**config.mk**
```make
export PLATFORM = sky130hd
export DESIGN_NAME = frame_tx_scheduler
export DESIGN_NICKNAME = d
export VERILOG_FILES = /design/src/rtl/frame_tx_scheduler_pkg.sv /design/src/rtl/frame_tx_scheduler_crc_calc.sv /design/src/rtl/frame_tx_scheduler.sv
export SDC_FILE = /design/constraint.sdc
export NUM_CORES = 1
export LEC_CHECK = 0
export CORE_MARGIN = 1.5
export CORE_UTILIZATION = 45
export CTS_BUF_LIST = sky130_fd_sc_hd__clkbuf_2
export DETAILED_ROUTE_END_ITERATION = 8
export PLACE_DENSITY = 0.83
export SETUP_SLACK_MARGIN = 0.02
export SLEW_MARGIN = 0
export SYNTH_ARGS = -nofsm -noshare
export SYNTH_HDL_FRONTEND = slang
export SYNTH_SLANG_ARGS = --single-unit
```
**constraint.sdc**
```tcl
create_clock -name clk -period 4.6 [get_ports clk]
set_input_delay 0.46 -clock clk [delete_from_list [all_inputs] [get_ports clk]]
set_output_delay 0.46 -clock clk [all_outputs]
set_load 0.05 [all_outputs]
```
**src/rtl/frame_tx_scheduler_pkg.sv**
```systemverilog
// Shared types and constants for the frame transmit path.
//   payload_t  : default payload container (9 bytes)
//   frame_t    : payload followed by its CRC-16, as seen on the wire
//   K28_1      : comma character sent between frames
//   CRC_POLY   : CRC-16/BUYPASS polynomial
//   tx_state_t : transmit scheduler state
package frame_tx_scheduler_pkg;

  localparam int PAYLOAD_BYTES_DEF = 9;

  typedef logic [PAYLOAD_BYTES_DEF*8-1:0] payload_t;

  typedef struct packed {
    payload_t    payload;
    logic [15:0] crc;
  } frame_t;

  localparam logic [7:0]  K28_1    = 8'h3C;
  localparam logic [15:0] CRC_POLY = 16'h8005;

  typedef enum logic [1:0] {
    ST_COMMA,
    ST_PAYLOAD,
    ST_CRC_HI,
    ST_CRC_LO
  } tx_state_t;

endpackage

```
**src/rtl/frame_tx_scheduler_crc_calc.sv**
```systemverilog
// crc_calc: MSB-first, non-reflected CRC accumulator.
//   clk, reset    : clock, synchronous active-high reset (crc <= INIT)
//   valid_i       : fold data_i into the running CRC this cycle
//   soft_reset_i  : return to INIT (takes precedence over valid_i)
//   data_i        : input word
//   crc_o         : registered CRC (after XOR_OUT)
//   crc_next_o    : CRC including data_i, available in the same cycle
module crc_calc
  import frame_tx_scheduler_pkg::*;
#(
  parameter int                  CRC_SIZE   = 16,
  parameter logic [CRC_SIZE-1:0] POLY       = CRC_POLY,
  parameter int                  DATA_WIDTH = 8,
  parameter logic [CRC_SIZE-1:0] INIT       = '0,
  parameter logic [CRC_SIZE-1:0] XOR_OUT    = '0
) (
  input  logic                  clk,
  input  logic                  reset,
  input  logic                  valid_i,
  input  logic                  soft_reset_i,
  input  logic [DATA_WIDTH-1:0] data_i,
  output logic [CRC_SIZE-1:0]   crc_o,
  output logic [CRC_SIZE-1:0]   crc_next_o
);

  logic [CRC_SIZE-1:0] crc_q;
  logic [CRC_SIZE-1:0] step;

  // Bit-serial LFSR unrolled over the input word, data MSB first.
  always_comb begin
    step = crc_q;
    for (int i = DATA_WIDTH-1; i >= 0; i--)
      step = {step[CRC_SIZE-2:0], 1'b0} ^ ((step[CRC_SIZE-1] ^ data_i[i]) ? POLY : '0);
  end

  always_ff @(posedge clk) begin
    if (reset || soft_reset_i) crc_q <= INIT;
    else if (valid_i)          crc_q <= step;
  end

  assign crc_o      = crc_q ^ XOR_OUT;
  assign crc_next_o = step ^ XOR_OUT;

endmodule

```
**src/rtl/frame_tx_scheduler.sv**
```systemverilog
// frame_tx_scheduler: arbitrates NUM_REQ payload requesters and serialises
// each granted payload, then its CRC-16/BUYPASS (MSB byte first), to the
// 8b/10b encoder. Frames are separated by at least MIN_COMMAS K28.1 commas.
// Every symbol advances only on word_tick_i.
//   clk, reset     : clock, synchronous active-high reset
//   word_tick_i    : encoder consumes data_o/comma_o this cycle
//   req_valid_i    : per-requester payload pending
//   req_payload_i  : packed payloads, requester i at slice i
//   req_ready_o    : one-cycle pulse, payload i has been latched
//   data_o/comma_o : registered symbol to encoder (comma_o=1 -> K-char)
//   frame_start_o  : pulse after payload byte 0 is consumed
//   frame_sent_o   : pulse after the CRC low byte is consumed
//   busy_o         : grant until CRC low byte consumed
module frame_tx_scheduler
  import frame_tx_scheduler_pkg::*;
#(
  parameter int NUM_REQ       = 2,
  parameter int PAYLOAD_BYTES = $bits(payload_t)/8,
  parameter int MIN_COMMAS    = 2,
  parameter bit PRIO0         = 1'b1
) (
  input  logic                               clk,
  input  logic                               reset,
  input  logic                               word_tick_i,
  input  logic [NUM_REQ-1:0]                 req_valid_i,
  input  logic [NUM_REQ*PAYLOAD_BYTES*8-1:0] req_payload_i,
  output logic [NUM_REQ-1:0]                 req_ready_o,
  output logic [7:0]                         data_o,
  output logic                               comma_o,
  output logic                               frame_start_o,
  output logic                               frame_sent_o,
  output logic                               busy_o
);

  localparam int PW    = PAYLOAD_BYTES*8;
  localparam int IDX_W = $clog2(PAYLOAD_BYTES+1);
  localparam int CNT_W = $clog2(MIN_COMMAS+1);
  localparam int RR_W  = (NUM_REQ > 1) ? $clog2(NUM_REQ) : 1;

  localparam logic [IDX_W-1:0] LAST_IDX = IDX_W'(PAYLOAD_BYTES-1);
  localparam logic [CNT_W-1:0] CNT_GO   = CNT_W'(MIN_COMMAS-1);
  localparam logic [CNT_W-1:0] CNT_MAX  = CNT_W'(MIN_COMMAS);
  localparam logic [RR_W-1:0]  RR_LAST  = RR_W'(NUM_REQ-1);

  tx_state_t        state;
  logic [CNT_W-1:0] comma_cnt;
  logic [IDX_W-1:0] idx;
  logic [PW-1:0]    shift_q;
  logic [RR_W-1:0]  rr_ptr;
  logic [15:0]      crc, crc_next;

  // Arbiter: optional strict priority for requester 0, otherwise the first
  // valid requester at or after rr_ptr. Reverse scan so the lowest offset wins.
  logic [RR_W-1:0] win;
  logic            win_vld, win_rr;
  logic [PW-1:0]   win_payload;
  int              j;

  always_comb begin
    win     = '0;
    win_vld = 1'b0;
    win_rr  = 1'b0;
    j       = 0;
    if (PRIO0 && req_valid_i[0]) begin
      win_vld = 1'b1;
    end else begin
      for (int k = NUM_REQ-1; k >= 0; k--) begin
        j = int'(rr_ptr) + k;
        if (j >= NUM_REQ) j = j - NUM_REQ;
        if (req_valid_i[j]) begin
          win     = RR_W'(j);
          win_vld = 1'b1;
          win_rr  = 1'b1;
        end
      end
    end
    win_payload = req_payload_i[int'(win)*PW +: PW];
  end

  logic grant;
  assign grant = word_tick_i && (state == ST_COMMA) && (comma_cnt >= CNT_GO) && win_vld;

  always_ff @(posedge clk) begin
    if (reset) begin
      state         <= ST_COMMA;
      comma_cnt     <= '0;
      idx           <= '0;
      shift_q       <= '0;
      rr_ptr        <= '0;
      data_o        <= K28_1;
      comma_o       <= 1'b1;
      req_ready_o   <= '0;
      frame_start_o <= 1'b0;
      frame_sent_o  <= 1'b0;
      busy_o        <= 1'b0;
    end else begin
      req_ready_o   <= '0;
      frame_start_o <= 1'b0;
      frame_sent_o  <= 1'b0;
      if (word_tick_i) begin
        case (state)
          ST_COMMA: begin
            if (grant) begin
              req_ready_o <= NUM_REQ'(1) << win;
              if (win_rr) rr_ptr <= (win == RR_LAST) ? '0 : win + 1'b1;
              // Byte 0 goes straight to the output; the rest queue in shift_q.
              data_o    <= win_payload[PW-1 -: 8];
              shift_q   <= win_payload << 8;
              comma_o   <= 1'b0;
              busy_o    <= 1'b1;
              comma_cnt <= '0;
              idx       <= '0;
              state     <= ST_PAYLOAD;
            end else begin
              data_o  <= K28_1;
              comma_o <= 1'b1;
              if (comma_cnt != CNT_MAX) comma_cnt <= comma_cnt + 1'b1;
            end
          end
          ST_PAYLOAD: begin
            frame_start_o <= (idx == '0);
            idx           <= idx + 1'b1;
            if (idx == LAST_IDX) begin
              // CRC register only absorbs this byte at this edge; use the
              // look-ahead value for the high byte.
              data_o <= crc_next[15:8];
              state  <= ST_CRC_HI;
            end else begin
              data_o  <= shift_q[PW-1 -: 8];
              shift_q <= shift_q << 8;
            end
          end
          ST_CRC_HI: begin
            data_o <= crc[7:0];
            state  <= ST_CRC_LO;
          end
          default: begin
            data_o       <= K28_1;
            comma_o      <= 1'b1;
            frame_sent_o <= 1'b1;
            busy_o       <= 1'b0;
            state        <= ST_COMMA;
          end
        endcase
      end
    end
  end

  // The CRC consumes exactly the byte the encoder takes on each payload tick.
  crc_calc #(
    .CRC_SIZE  (16),
    .POLY      (CRC_POLY),
    .DATA_WIDTH(8),
    .INIT      (16'h0000),
    .XOR_OUT   (16'h0000)
  ) u_crc (
    .clk         (clk),
    .reset       (reset),
    .valid_i     (word_tick_i && (state == ST_PAYLOAD)),
    .soft_reset_i(word_tick_i && (state == ST_CRC_LO)),
    .data_i      (data_o),
    .crc_o       (crc),
    .crc_next_o  (crc_next)
  );

endmodule

```
==> flow_summary_export.csv <==
group,metric,value,unit
die,initial_core_util,46.3,%
final_layout,fillCellCount,1087,
yosys,synth_cells,730,
yosys,yosysMostFrequentCell,"nand2_1",
timing,tns,0,ns
clock_tree,numCtsBuffers,9,
route,firstDrtPassIters,5,
yosys,syn_area,0.00556,sq mm
final_layout,syn2layout_area_growth,31.3,%
route,drt_iter0_drc,387,
clock_tree,postCtsSetupRepairBufs,0,
timing,grt_setup_unrepaired,"false",
placed_design,placed_cell_area,0.00720,sq mm
clock_tree,cts_resized,0,
die,die_width,114,microns
final_layout,drive_gt1_share,4.65,%
global_routing,grt_max_degree,130,
yosys,ys_types,43,
yosys,synth_edf_count,0,
power_and_ir_drop,p_per_area,365,mW/mm^2
global_routing,gr-usage-all-layers,21.3,%
route,avgViaCountPerCell,5.20,
global_routing,grt_first_pass_wirelength,22600,microns
placed_design,dp_hpwl,9710,microns
die,die_h,114,microns
die,io_pins,163,
worst_setup_path,rr_startpoint,"state[0]$_SDFFE_PP0P_",
clock_tree,cts_tree,"done",
final_layout,multi_input_area,0.00326,sq mm
power_and_ir_drop,swShare,41.0,%
timing,period_share,61.7,%
worst_setup_path,required,5.09,ns
timing,max-slew-margin-rel,28.3,%
clock_tree,clk_pin_slew,0.32,ns
power_and_ir_drop,pwr-share-clk,14.8,%
die,die-area,0.0130,sq mm
yosys,synth_area_leaders,"dfxtp_1 37%, nand2_1 15%, mux2i_1 11%",
power_and_ir_drop,p_leak,2.54,nW
yosys,ys_seq_area_share,36.7,%
power_and_ir_drop,seqPwrFrac,42.7,%
final_layout,regArea,0.00204,sq mm
clock_tree,clk_latency,0.58,ns
die,num_rows,40,
worst_setup_path,cp.arrival,3.33,ns
placed_design,pre_cts_slack,1.67,ns
global_routing,antenna_found_initial,0,
yosys,yosysTopAreaCell,"dfxtp_1",
worst_setup_path,critPathCaptureType,"flip-flop",
route,post_drt_wl_per_cell,13.7,microns
worst_setup_path,path_class,"reg2reg",
yosys,synth-seq-cells,102,
placed_design,gp_congestion,0.869,
power_and_ir_drop,worst_ir_drop_vdd,0.344,mV
yosys,ys_warn_count,0,
route,vias,5239,
timing,final.setup.worst_slack,1.76,ns
route,drt.antenna.violating_nets,0,
global_routing,grt_pass1_vias,4750,
timing,fin_crit,2.84,ns
clock_tree,cts_buffer_depth,2,
final_layout,diodes,0,
final_layout,nets,1014,
timing,worstMarginPinSlew,1.08,ns
timing,drv_slew,0,
run_status,status,"complete, no violations",
min_path,hold_path_class,"in2reg",
min_path,hold_path_startpoint,"reset",
final_layout,fin_area,0.00730,sq mm
yosys,post_synth.cell_area_avg,7.62,sq um
timing,setup_viol,0,
yosys,yosys-top-cells-count,"218 x nand2_1, 102 x dfxtp_1, 89 x a21oi_1",
worst_setup_path,critPathMaxFanout,43,
route,drc,0,
yosys,synth_async_sr_flop_share,0,%
yosys,syn-num-nets,888,
route,finalWirelength,13800,microns
placed_design,port_buffers,162,
power_and_ir_drop,p_sw,1.09,mW
timing,hold_viol,0,
yosys,synth_flop_cell,"dfxtp_1",
final_layout,finish.utilization,60.8,%
clock_tree,cts_sinks,102,
power_and_ir_drop,comb_power_share,42.5,%
power_and_ir_drop,p_int,1.57,mW
global_routing,globalRouteOverflowTotal,0,
die,core,0.0120,sq mm
power_and_ir_drop,power,2.67,mW
timing,finClkSkew,0.0535,ns
job,maxCapViolCount,0,
yosys,synth_top_cell_area_share,36.7,%
clock_tree,root_buffer,"clkbuf_2",
clock_tree,htreeDepth,3,
clock_tree,postCtsHoldBufs,0,
worst_setup_path,crit_start,"state[0]$_SDFFE_PP0P_",
timing,fmax,0.352,GHz
worst_setup_path,setup.worst_path.start_class,"flip-flop",
## final timing paths
kind              slack (ns)                            to  cells past startpoint
hold reg to reg         0.43  u_crc.crc_o[10]$_SDFFE_PP0P_                      2
hold / removal          0.35        data_o[6]$_SDFFE_PP0P_                      2
setup reg to reg        1.76      shift_q[70]$_SDFFE_PP0P_                      7
setup / recovery        1.76      shift_q[70]$_SDFFE_PP0P_                      7
## metrics by stage
| step | std cells | hold WS [ns] |
|---|---|---|
| 2_1_floorplan | 730 | 0.432 |
| 3_3_place_gp | 992 | 0.442 |
| 3_5_place_dp | 992 | 0.447 |
| 4_1_cts | 1008 | 0.328 |
| 5_1_grt | 1008 | 0.344 |
| 6_report | 1008 | 0.352 |
## power groups by stage
stage,clock network [mW],logic (mW),registers [mW]
floorplan,0,0.792,1.17
global placement,0,1.11,1.15
detailed placement,0,1.13,1.15
CTS,0.407,1.13,1.14
global route,0.450,1.25,1.16
finish,0.394,1.13,1.14
## kinds of logic after synthesis
family | count (synthesis) | synth area share [%]
simple gates | 286 | 21.1
compound gates | 183 | 18.4
flops | 102 | 36.7
mux | 66 | 12.0
buf+inv | 62 | 5.01
xor+xnor | 22 | 4.72
fa+ha+maj | 9 | 2.02
## per-layer routing
layer,up-vias,track usage [%],part of all wire [%]
li1,2710,-,-
met1,2354,28.8,44
met2,164,35.8,49
met3,11,3.60,5.5
met4,0,5.00,1.1
met5,-,0,0
## cell type report
cell class | count | share of cell area [%]
Clock buffer | 9 | 0.617
Tap cell | 147 | 2.52
Clock inverter | 7 | 0.771
Inverter | 8 | 0.411
Sequential cell | 102 | 28.0
Timing Repair Buffer | 169 | 23.0
Multi-Input combinational cell | 566 | 44.7
## state kept, by name (all words and copies together) (netlist names)
register	cells
shift_q	64
u_crc.crc_o	16
data_o	8
idx	4
comma_cnt	2
req_ready_o	2
state	2
busy_o	1
comma_o	1
frame_sent_o	1
frame_start_o	1
## worst max-delay path, cell delays in order, from the launching register on
cell and delay (ns):
dfxtp_1 0.51, inv_1 0.10, ha_1 0.38, a21boi_2 0.44, o21a_2 0.77, buf_4 0.32
nand2_1 0.08, a21oi_1 0.14
## placed cells by master (no fill, tap or decap), drive strengths merged, types with 2 or more instances in the layout
master	count
a222oi	6
mux2i	60
nand2	218
nand3	6
a21oi	89
nor3b	2
a211oi	6
nor2	25
ha	9
clkbuf	9
o21a	2
o22ai	3
nor4	2
nand2b	8
a22o	2
nand3b	2
xor2	3
buf	8
a21o	2
o21bai	6
dfxtp	102
clkinv	3
inv	11
xnor2	16
xnor3	2
nor3	7
clkdlybuf4s50	161
mux2	6
and2	2
o21ai	63
nor2b	11
(Power assumes the default switching activity.)
